===== config.mk =====
export PLATFORM = sky130hd
export DESIGN_NAME = cbus_rr_arbiter
export DESIGN_NICKNAME = d
export VERILOG_FILES = /design/src/rtl/cbus_rr_arbiter_pkg.sv /design/src/rtl/cbus_rr_arbiter_rr_pick.sv /design/src/rtl/cbus_rr_arbiter.sv
export SDC_FILE = /design/constraint.sdc
export NUM_CORES = 1
export LEC_CHECK = 0
export CORE_AREA = 2 2 212 214
export DETAILED_ROUTE_END_ITERATION = 10
export DIE_AREA = 0 0 214 216
export PLACE_DENSITY = 0.35
export SYNTH_ARGS = -nofsm -noshare
export SYNTH_HDL_FRONTEND = slang
export SYNTH_SLANG_ARGS = --single-unit

===== constraint.sdc =====
create_clock -name clk -period 1.5 [get_ports clk]
set_clock_uncertainty 0.2 [all_clocks]
set_input_delay 0.375 -clock clk [delete_from_list [all_inputs] [get_ports clk]]
set_output_delay 0.375 -clock clk [all_outputs]
set_load 0.005 [all_outputs]

===== src/rtl/cbus_rr_arbiter_pkg.sv =====
// Shared cbus types and arbiter constants.
package cbus_rr_arbiter_pkg;

  localparam int unsigned CBUS_ADDR_W          = 32;
  localparam int unsigned CBUS_DATA_W          = 64;
  localparam int unsigned ARB_MAX_WAIT_DEFAULT = 15;

  typedef struct packed {
    logic                     valid;
    logic                     is_write;
    logic [2:0]               size;
    logic [CBUS_ADDR_W-1:0]   addr;
    logic [CBUS_DATA_W/8-1:0] strobe;
    logic [CBUS_DATA_W-1:0]   data;
    logic [3:0]               len;    // beats - 1
    logic [1:0]               burst;
  } cbus_req_t;

  typedef struct packed {
    logic                   ready;
    logic                   last;
    logic [CBUS_DATA_W-1:0] data;
  } cbus_resp_t;

  typedef enum logic {ARB_IDLE, ARB_BUSY} arb_state_t;

endpackage


===== src/rtl/cbus_rr_arbiter_rr_pick.sv =====
// Combinational winner selection: starvation first (lowest saturated index), else round-robin.
module cbus_rr_arbiter_rr_pick #(
  parameter int unsigned NUM_REQ = 2,
  parameter int unsigned IDX_W   = (NUM_REQ > 1) ? $clog2(NUM_REQ) : 1
) (
  input  logic [NUM_REQ-1:0] valid_i,
  input  logic [IDX_W-1:0]   rr_ptr_i,
  input  logic [NUM_REQ-1:0] sat_i,
  output logic [IDX_W-1:0]   winner_o,
  output logic               is_starve_o
);

  logic [NUM_REQ-1:0] starve_vec;
  logic [IDX_W-1:0]   cand;
  logic               found;

  // Saturated requesters pre-empt the rotation; otherwise scan from rr_ptr with wrap.
  always_comb begin
    winner_o    = '0;
    is_starve_o = 1'b0;
    found       = 1'b0;
    cand        = '0;
    starve_vec  = valid_i & sat_i;
    for (int unsigned i = 0; i < NUM_REQ; i++) begin
      if (!is_starve_o && starve_vec[i]) begin
        winner_o    = IDX_W'(i);
        is_starve_o = 1'b1;
      end
    end
    if (!is_starve_o) begin
      for (int unsigned k = 0; k < NUM_REQ; k++) begin
        cand = IDX_W'((32'(rr_ptr_i) + k) % NUM_REQ);
        if (!found && valid_i[cand]) begin
          winner_o = cand;
          found    = 1'b1;
        end
      end
    end
  end

endmodule


===== src/rtl/cbus_rr_arbiter.sv =====
// Round-robin arbiter sharing one cbus slave among NUM_REQ masters, with a starvation guard.
module cbus_rr_arbiter
  import cbus_rr_arbiter_pkg::*;
#(
  parameter int unsigned NUM_REQ  = 2,
  parameter int unsigned MAX_WAIT = ARB_MAX_WAIT_DEFAULT,
  parameter int unsigned WAIT_W   = $clog2(MAX_WAIT + 1),
  // Derived; leave at default.
  parameter int unsigned IDX_W    = (NUM_REQ > 1) ? $clog2(NUM_REQ) : 1
) (
  input  logic                     clk,
  input  logic                     reset,
  input  cbus_req_t  [NUM_REQ-1:0] ireqs,
  output cbus_resp_t [NUM_REQ-1:0] iresps,
  output cbus_req_t                oreq,
  input  cbus_resp_t               oresp,
  output logic                     busy,
  output logic [IDX_W-1:0]         grant_idx,
  output logic                     starve_grant
);

  arb_state_t         state_q, state_d;
  logic [IDX_W-1:0]   rr_ptr_q, rr_ptr_d;
  logic [IDX_W-1:0]   grant_q, grant_d;
  logic               starve_q, starve_d;
  logic [WAIT_W-1:0]  wait_q [NUM_REQ];
  logic [WAIT_W-1:0]  wait_d [NUM_REQ];

  logic [NUM_REQ-1:0] valid_vec, sat_vec, grant_now, is_owner;
  logic [IDX_W-1:0]   pick_idx;
  logic               pick_starve;
  logic               any_valid;
  logic               done;

  assign any_valid = |valid_vec;
  assign done      = oresp.ready && oresp.last;

  // Per-requester status vectors feeding the picker and the wait counters.
  always_comb begin
    valid_vec = '0;
    sat_vec   = '0;
    grant_now = '0;
    is_owner  = '0;
    for (int unsigned i = 0; i < NUM_REQ; i++) begin
      valid_vec[i] = ireqs[i].valid;
      sat_vec[i]   = (wait_q[i] == WAIT_W'(MAX_WAIT));
      grant_now[i] = (state_q == ARB_IDLE) && any_valid && (pick_idx == IDX_W'(i));
      is_owner[i]  = (state_q == ARB_BUSY) && (grant_q == IDX_W'(i));
    end
  end

  cbus_rr_arbiter_rr_pick #(
    .NUM_REQ (NUM_REQ),
    .IDX_W   (IDX_W)
  ) u_rr_pick (
    .valid_i     (valid_vec),
    .rr_ptr_i    (rr_ptr_q),
    .sat_i       (sat_vec),
    .winner_o    (pick_idx),
    .is_starve_o (pick_starve)
  );

  // FSM next state: grant from IDLE, hold through BUSY until the last beat completes.
  always_comb begin
    state_d  = state_q;
    rr_ptr_d = rr_ptr_q;
    grant_d  = grant_q;
    starve_d = 1'b0;
    case (state_q)
      ARB_IDLE: begin
        if (any_valid) begin
          state_d  = ARB_BUSY;
          grant_d  = pick_idx;
          starve_d = pick_starve;
        end
      end
      ARB_BUSY: begin
        if (done) begin
          state_d  = ARB_IDLE;
          rr_ptr_d = (grant_q == IDX_W'(NUM_REQ - 1)) ? '0 : grant_q + IDX_W'(1);
        end
      end
      default: state_d = ARB_IDLE;
    endcase
  end

  // Wait counters: saturating count of cycles spent valid but not owning the bus.
  always_comb begin
    for (int unsigned i = 0; i < NUM_REQ; i++) begin
      wait_d[i] = wait_q[i];
      if (!valid_vec[i] || grant_now[i] || is_owner[i]) begin
        wait_d[i] = '0;
      end else if (!sat_vec[i]) begin
        wait_d[i] = wait_q[i] + WAIT_W'(1);
      end
    end
  end

  // State registers with synchronous reset.
  always_ff @(posedge clk) begin
    if (reset) begin
      state_q  <= ARB_IDLE;
      rr_ptr_q <= '0;
      grant_q  <= '0;
      starve_q <= 1'b0;
      for (int unsigned i = 0; i < NUM_REQ; i++) begin
        wait_q[i] <= '0;
      end
    end else begin
      state_q  <= state_d;
      rr_ptr_q <= rr_ptr_d;
      grant_q  <= grant_d;
      starve_q <= starve_d;
      wait_q   <= wait_d;
    end
  end

  // Bus steering: forward the grantee only while BUSY, everything quiet otherwise.
  always_comb begin
    oreq   = '0;
    iresps = '0;
    if (state_q == ARB_BUSY) begin
      oreq            = ireqs[grant_q];
      iresps[grant_q] = oresp;
    end
  end

  assign busy         = (state_q == ARB_BUSY);
  assign grant_idx    = grant_q;
  assign starve_grant = starve_q;

endmodule


==> results of run 1 <==
==> state kept, by name, indices dropped and copies added (netlist names) <==
name,flops
wait_q,8
busy,1
grant_idx,1
rr_ptr_q,1
starve_grant,1
==> cells in the mapped netlist <==
library cell	count	area share [%]
buf_4	2	0.42
clkbuf_1	27	2.9
inv_2	1	0.11
and3_2	1	0.21
nand3_1	6	0.85
a2111oi_2	1	0.42
nor2_1	2	0.21
nand4_1	1	0.18
a2111oi_4	1	0.78
and3_1	66	12
dfxtp_1	12	6.8
nor3_1	4	0.57
o311a_4	1	0.60
ha_1	2	0.71
nor2b_4	1	0.39
o311ai_4	1	0.74
inv_1	3	0.32
o311a_2	1	0.32
a21oi_1	1	0.14
o21ai_0	3	0.42
buf_6	1	0.32
a211oi_1	1	0.21
nand2_1	2	0.21
nand3b_1	2	0.42
nand2b_1	1	0.18
and2_1	66	12
buf_2	15	2.1
clkbuf_2	4	0.57
nor2b_1	116	21
mux2i_1	119	34
xnor2_1	2	0.50
a2111oi_1	3	0.85
==> how the worst max path moves through the flow <==
| stage | start | endpoint | slack, ps |
|---|---|---|---|
| floorplan | grant_idx | iresps[100] | -90 |
| global placement | ireqs[229] | oreq[114] | -970 |
| detailed placement | ireqs[229] | oreq[114] | -940 |
| CTS | grant_idx | oreq[103] | -680 |
| global route | grant_idx | iresps[9] | -710 |
| finish | grant_idx | iresps[17] | -650 |
==> power by group <==
group	switching, mW	leakage, nW	internal, mW
sequential	0.0148	0.101	0.329
combinational	1.22	5.20	2.35
clock	0.155	0.0442	0.404
total	1.39	5.35	3.09
==> cell type report <==
type / instances / share of cell area (%)
well taps: 592 / 5.898
multi-input cells: 404 / 29.90
diodes: 2 / 0.03985
inverters: 4 / 0.1195
flip-flops and latches: 12 / 2.012
clock buffers: 4 / 0.7073
repair buffers: 740 / 61.33
==> through the flow <==
| stage | std cells | TNS [ps] |
|---|---|---|
| after floorplan | 469 | -11970 |
| after global placement | 1627 | -164320 |
| after detailed placement | 1627 | -163070 |
| after CTS | 1745 | -138690 |
| after global routing | 1757 | -142580 |
| final | 1758 | -128010 |
==> layer usage <==
layer	up-vias	GRT usage (%)	part of all wire (%)
li1	3017	-	-
met1	2822	16.75	42
met2	220	24.26	53
met3	19	2.128	4.9
met4	0	1.375	0.89
met5	-	0	0
==> kinds of logic (layout without fill, tap and decap cells) <==
| logic type | after synthesis | after routing | share of synthesized area [%] |
|---|---|---|---|
| and+or+nand+nor | 268 | 268 | 47.10 |
| muxes | 119 | 119 | 33.69 |
| buffers and inverters | 53 | 748 | 6.723 |
| AOI/OAI and AO/OA | 13 | 13 | 4.494 |
| DFF | 12 | 12 | 6.794 |
| adders and majority gates | 2 | 2 | 0.7076 |
| xor gates and xnor gates | 2 | 2 | 0.4955 |
| other | 0 | 2 | 0 |
==> worst register-to-register path: cells and delay by family, from the launching register on <==
kind,cells,cell delay [ps]
AND/OR/NAND/NOR,1,70
flip-flops,1,380
AO/OA/AOI/OAI,1,320
buffers and inverters,4,510
==> repair_timing <==
action,CTS,global route
cloned,25,2
hold endpoints to repair,0,0
setup endpoints to repair,262,260
gates resized for setup,1222,173
pin swaps,26,4
buffers inserted,94,29
==> metrics.md, run 1 <==
| Metric | Value |
|---|---|
| Final ANT Viol Nets | `0` |
| Hold Path Cell Cnt | `2` |
| Via count | `6078` |
| Die Wd | `214 microns` |
| Placed inst area | `10290 sq um` |
| Initial antenna violation count | `2` |
| Hold path start | `wait_q[3]` |
| Critical Path Start Type | `flop` |
| Hold EP | `wait_q[3]` |
| Crit-path leading delay family | `buffers and inverters` |
| Drt via density | `3.457` |
| Critical path endpoint category | `output port` |
| Status | `complete, but fails checks` |
| DP Worst Slack | `-943.9 ps` |
| Worst-case clock buffer depth | `2` |
| Vias in the first global route | `6148` |
| Iter 0 DRT Violations | `149` |
| Initial Util | `8.066%` |
| # port buffers | `547` |
| Worst-path fanout max | `6` |
| Layout cell share with drive strength beyond 1 | `51.29%` |
| Syn Inst Count | `469` |
| Clk root buf | `clkbuf_16` |
| Drt first pass iters | `4` |
| Tmin final | `2154 ps` |
| RSZ-0062 raised after global routing | `yes` |
| Seq/Total Area, Yosys | `6.794%` |
| Setup violators final | `257` |
| Worst Tran Pin Value | `320.9 ps` |
| Hold Path Class | `flop to flop` |
| FF+latch area | `252.7 sq um` |
| F_max | `0.4643 GHz` |
| Reg clk slew, reported paths | `50 ps` |
| Syn Area/Cell | `7.539 sq um` |
| Final GP Congestion | `0.7944` |
| CTS tree | `built` |
| Final slew viol count | `0` |
| Setup WS post-layout | `-653.7 ps` |
| Critical path depth | `8` |
| Gr ovfl total | `0` |
| Power Dens Cells | `356.8 nW/um^2` |
| Final Util | `28.65%` |
| Area of the multi-input gates | `3755 sq um` |
| Worst r2r src | `grant_idx` |
| GRT Overall Usage | `13.26%` |
| Fill count | `4776` |
| R2r setup slk | `-90 ps` |
| Crit share post-route | `143.6%` |
| Worst R2R Path Depth | `6` |
| Netlist Area Pre-Place | `3536 sq um` |
| Num CTS Buffers | `3` |
| Bufs and invs on worst path | `6` |
| Total power | `4.482 mW` |
| CP Cell Sequence | `buf_8 > nor2b_4 > buf_12 > buf_12 > buf_16 > buf_8 > and2_4 > buf_6` |
| Ys Warns | `0` |
| Drt drc | `0` |
| Max incr delay on CP | `360 ps` |
| Hold_buf cts | `0` |
| NumNets Final | `1465` |
| Layout area overhead | `255.2%` |
| Post-synthesis register bit count | `12` |
| CP max stage cell | `dfxtp_4` |
| Max-slew headroom | `78.44%` |
| Core area | `43840 sq um` |
| Sink Count | `12` |
| Peak VDD IR | `310.3 uV` |
| Hold_ws | `363.9 ps` |
| Critical path type | `flop to output port` |
| IO Count | `548` |
| Skew-Pair Late Insertion Delay | `240 ps` |
| Max-Cap Viols | `0` |
| Fin area | `12560 sq um` |
| Largest net degree at the start of global routing | `28` |
| Die Height | `216 microns` |
| First-pass GRT wire length | `45660 microns` |
| Die footprint | `46220 sq um` |
| Final hold violation count | `0` |
| Leakage power | `5.347 nW` |
| WL per Instance | `18.53 microns` |
| Leading cell type in the layout, fill and taps excluded | `clkdlybuf4s50_1` |
| R2r endpoint | `wait_q[4]` |
| Detailed-placement wirelength estimate | `23710 microns` |
| Unique masters post-synth | `32` |
| Total wire length | `32570 microns` |
| Row count | `77` |
| Crit path required time | `920 ps` |
| Failing checks | `negative setup slack` |
| Syn_nets | `769` |
| Htree depth | `1` |
| Worst Path Arrival | `1580 ps` |
| Most frequent cells in the layout | `clkdlybuf4s50_1 (293), buf_6 (183), buf_2 (116), nor2b_1 (109), mux2i_1 (108)` |
(Power assumes the default switching activity.)
==> run 2, diff against run 1 <==
- CTS_BUF_LIST: unset -> sky130_fd_sc_hd__clkbuf_4
==> run 2 against run 1 <==
Net effect: the run still ends with negative setup slack left; sequential power about the same; clock power down 61%; sequential share of layout area is 0.092 points lower; global-route usage grew 0.22 points; flip-flop and latch count is the same; fmax down 2.6%; worst setup slack worse by 58 ps; critical endpoint unchanged; wire length increased by 2.8%.
==> metrics.md, run 2 (same netlist as run 1, synthesis figures left out) <==
| Metric | Value |
|---|---|
| Die Height | `216 microns (unchanged)` |
| Hold_ws | `371.1 ps (+7.120 ps)` |
| Sink Count | `12 (unchanged)` |
| GR Util met3 | `1.987% (-0.14 points)` |
| Detailed-placement wirelength estimate | `23710 microns (unchanged)` |
| Reg clk slew, reported paths | `90 ps (+40 ps)` |
| Initial antenna violation count | `0 (-2)` |
| Crit path required time | `920 ps (about the same)` |
| Gr ovfl total | `0 (unchanged)` |
| Num CTS Buffers | `3 (unchanged)` |
| Setup WS post-layout | `-711.7 ps (-58.05 ps)` |
| Htree depth | `1 (unchanged)` |
| Crit share post-route | `147.4% (+3.9 points)` |
| Via count | `6153 (+1.2%)` |
| Initial Util | `8.066% (unchanged)` |
| NumNets Final | `1481 (+1.1%)` |
| Setup crit start | `grant_idx` |
| Leakage power | `5.543 nW (+3.7%)` |
| Row count | `77 (unchanged)` |
| Largest register FFs | `8 (unchanged)` |
| Max-slew headroom | `76.88% (-1.6 points)` |
| Max-Cap Viols | `0 (unchanged)` |
| Die footprint | `46220 sq um (unchanged)` |
| Post-Place Cells | `1627 (unchanged)` |
| Vias in the first global route | `6218 (+1.1%)` |
| Biggest register | `wait_q` |
| Drt via density | `3.470 (+0.38%)` |
| Leading cell type in the layout, fill and taps excluded | `clkdlybuf4s50_1` |
| Worst R2R Path Depth | `7 (+1)` |
| Layout area overhead | `272.2%` |
| M2 GR Usage | `24.79% (+0.53 points)` |
| Skew-Pair Late Insertion Delay | `280 ps (+40 ps)` |
| First-pass GRT wire length | `46470 microns (+1.8%)` |
| Final ANT Viol Nets | `0 (unchanged)` |
| CP max stage cell | `dfxtp_4` |
| Hold Path Class | `flop to flop` |
| Hold path start | `wait_q[3]` |
| RSZ-0062 raised after global routing | `yes` |
| Power Dens Cells | `339.7 nW/um^2 (-4.8%)` |
| Worst r2r src | `busy` |
| Most frequent cells in the layout | `clkdlybuf4s50_1 (295), buf_6 (202), buf_2 (118), mux2i_1 (101), nor2b_1 (99)` |
| Worst-case clock buffer depth | `2 (unchanged)` |
| CTS tree | `built` |
| Max incr delay on CP | `380 ps (+20 ps)` |
| Final GP Congestion | `0.7944 (unchanged)` |
| Final hold violation count | `0 (unchanged)` |
| Met1 usage | `17.26% (+0.51 points)` |
| Bufs and invs on worst path | `6 (unchanged)` |
| Drt first pass iters | `4 (unchanged)` |
| Core area | `43840 sq um (unchanged)` |
| Hold Path Cell Cnt | `2 (unchanged)` |
| IO Count | `548 (unchanged)` |
| Critical path type | `flop to output port` |
| GRT Overall Usage | `13.48% (+0.22 points)` |
| Fill count | `4686 (-1.9%)` |
| Worst-path fanout max | `6 (unchanged)` |
| CP Cell Sequence | `buf_8 > nor2b_4 > buf_12 > buf_12 > buf_16 > buf_8 > and2_4 > buf_6` |
| Final slew viol count | `0 (unchanged)` |
| Total wire length | `33480 microns (+2.8%)` |
| Critical path endpoint category | `output port` |
| Crit-path leading delay family | `buffers and inverters` |
| Tmin final | `2212 ps (+58.05 ps)` |
| Largest net degree at the start of global routing | `18 (-36%)` |
| Status | `complete, but fails checks` |
| Setup violators final | `259 (+0.78%)` |
| # port buffers | `547 (unchanged)` |
| Worst Path Arrival | `1640 ps (+60 ps)` |
| Most used routing layer | `met2` |
| Non-Filler Instances | `1773 (+0.85%)` |
| Hold_buf cts | `0 (unchanged)` |
| Peak VDD IR | `212.0 uV (-32%)` |
| R2r endpoint | `wait_q[4]` |
| Critical Path Start Type | `flop` |
| WL per Instance | `18.88 microns (+1.9%)` |
| Worst Tran Pin Value | `343.2 ps (+22.34 ps)` |
| R2r setup slk | `-200 ps (-110 ps)` |
| Hold EP | `wait_q[3]` |
| Final Util | `30.02% (+1.4 points)` |
| Failing checks | `negative setup slack` |
| Final setup TNS | `-142930 ps (-14910 ps)` |
| F_max | `0.4521 GHz (-2.6%)` |
| Layout cell share with drive strength beyond 1 | `54.32% (+3.0 points)` |
| Total power | `4.470 mW (-0.25%)` |
| Iter 0 DRT Violations | `129 (-13%)` |
| Die Wd | `214 microns (unchanged)` |
| Drt drc | `0 (unchanged)` |
| Clk root buf | `clkbuf_4` |
-- run 2: worst max path at each step --
stage	slack [ps]	end	cells past startpoint
finish	-710	iresps[17]	8
global route	-780	iresps[9]	8
CTS	-730	iresps[17]	8
detailed placement	-940	oreq[114]	4
global placement	-970	oreq[114]	4
floorplan	-90	iresps[100]	5
-- run 2: where the power goes --
part	internal (mW)	leakage [nW]	switching, mW
logic	2.59	5.43	1.32
clock network	0.0963	0.0154	0.124
registers	0.327	0.101	0.0149
-- run 2: area by class of cell --
class,count,area (sq um),area share (%)
clock inverters,1,3.754,0.02852
inverters,4,15.01,0.1141
clock buffers,3,22.52,0.1711
diodes,1,2.502,0.01901
multi-input cells,404,3978,30.22
repair buffers,756,8147,61.90
flip-flops and latches,12,252.7,1.920
well taps,592,740.7,5.628
-- run 2: timing repair --
action / in CTS / in global routing
endpoints found under the hold margin: 0 / 0
resized for setup: 1316 / 187
cloned: 32 / 4
pin swaps: 25 / 19
setup buffers: 110 / 29
setup endpoints to repair: 262 / 261
-- run 2: layer usage --
layer / part of all wire [%] / up-vias
met5: 0 / -
met4: 0.44 / 0
met3: 4.0 / 7
met2: 52 / 199
met1: 43 / 2894
li1: - / 3053
-- run 2: tightest hold or removal path, delay by kind of cell (launching register included) --
kind | cells | cell delay (ps)
flip-flops | 1 | 350
buffers and inverters | 1 | 110
AO/OA/AOI/OAI | 1 | 80
-- run 2: through the flow --
stage | setup WS, ps | area [sq um]
2_1_floorplan | -85.78 | 3860
5_1_grt | -778.9 | 13160
4_1_cts | -734.6 | 12430
3_5_place_dp | -943.9 | 10290
6_report | -711.7 | 13160
3_3_place_gp | -966.1 | 10290
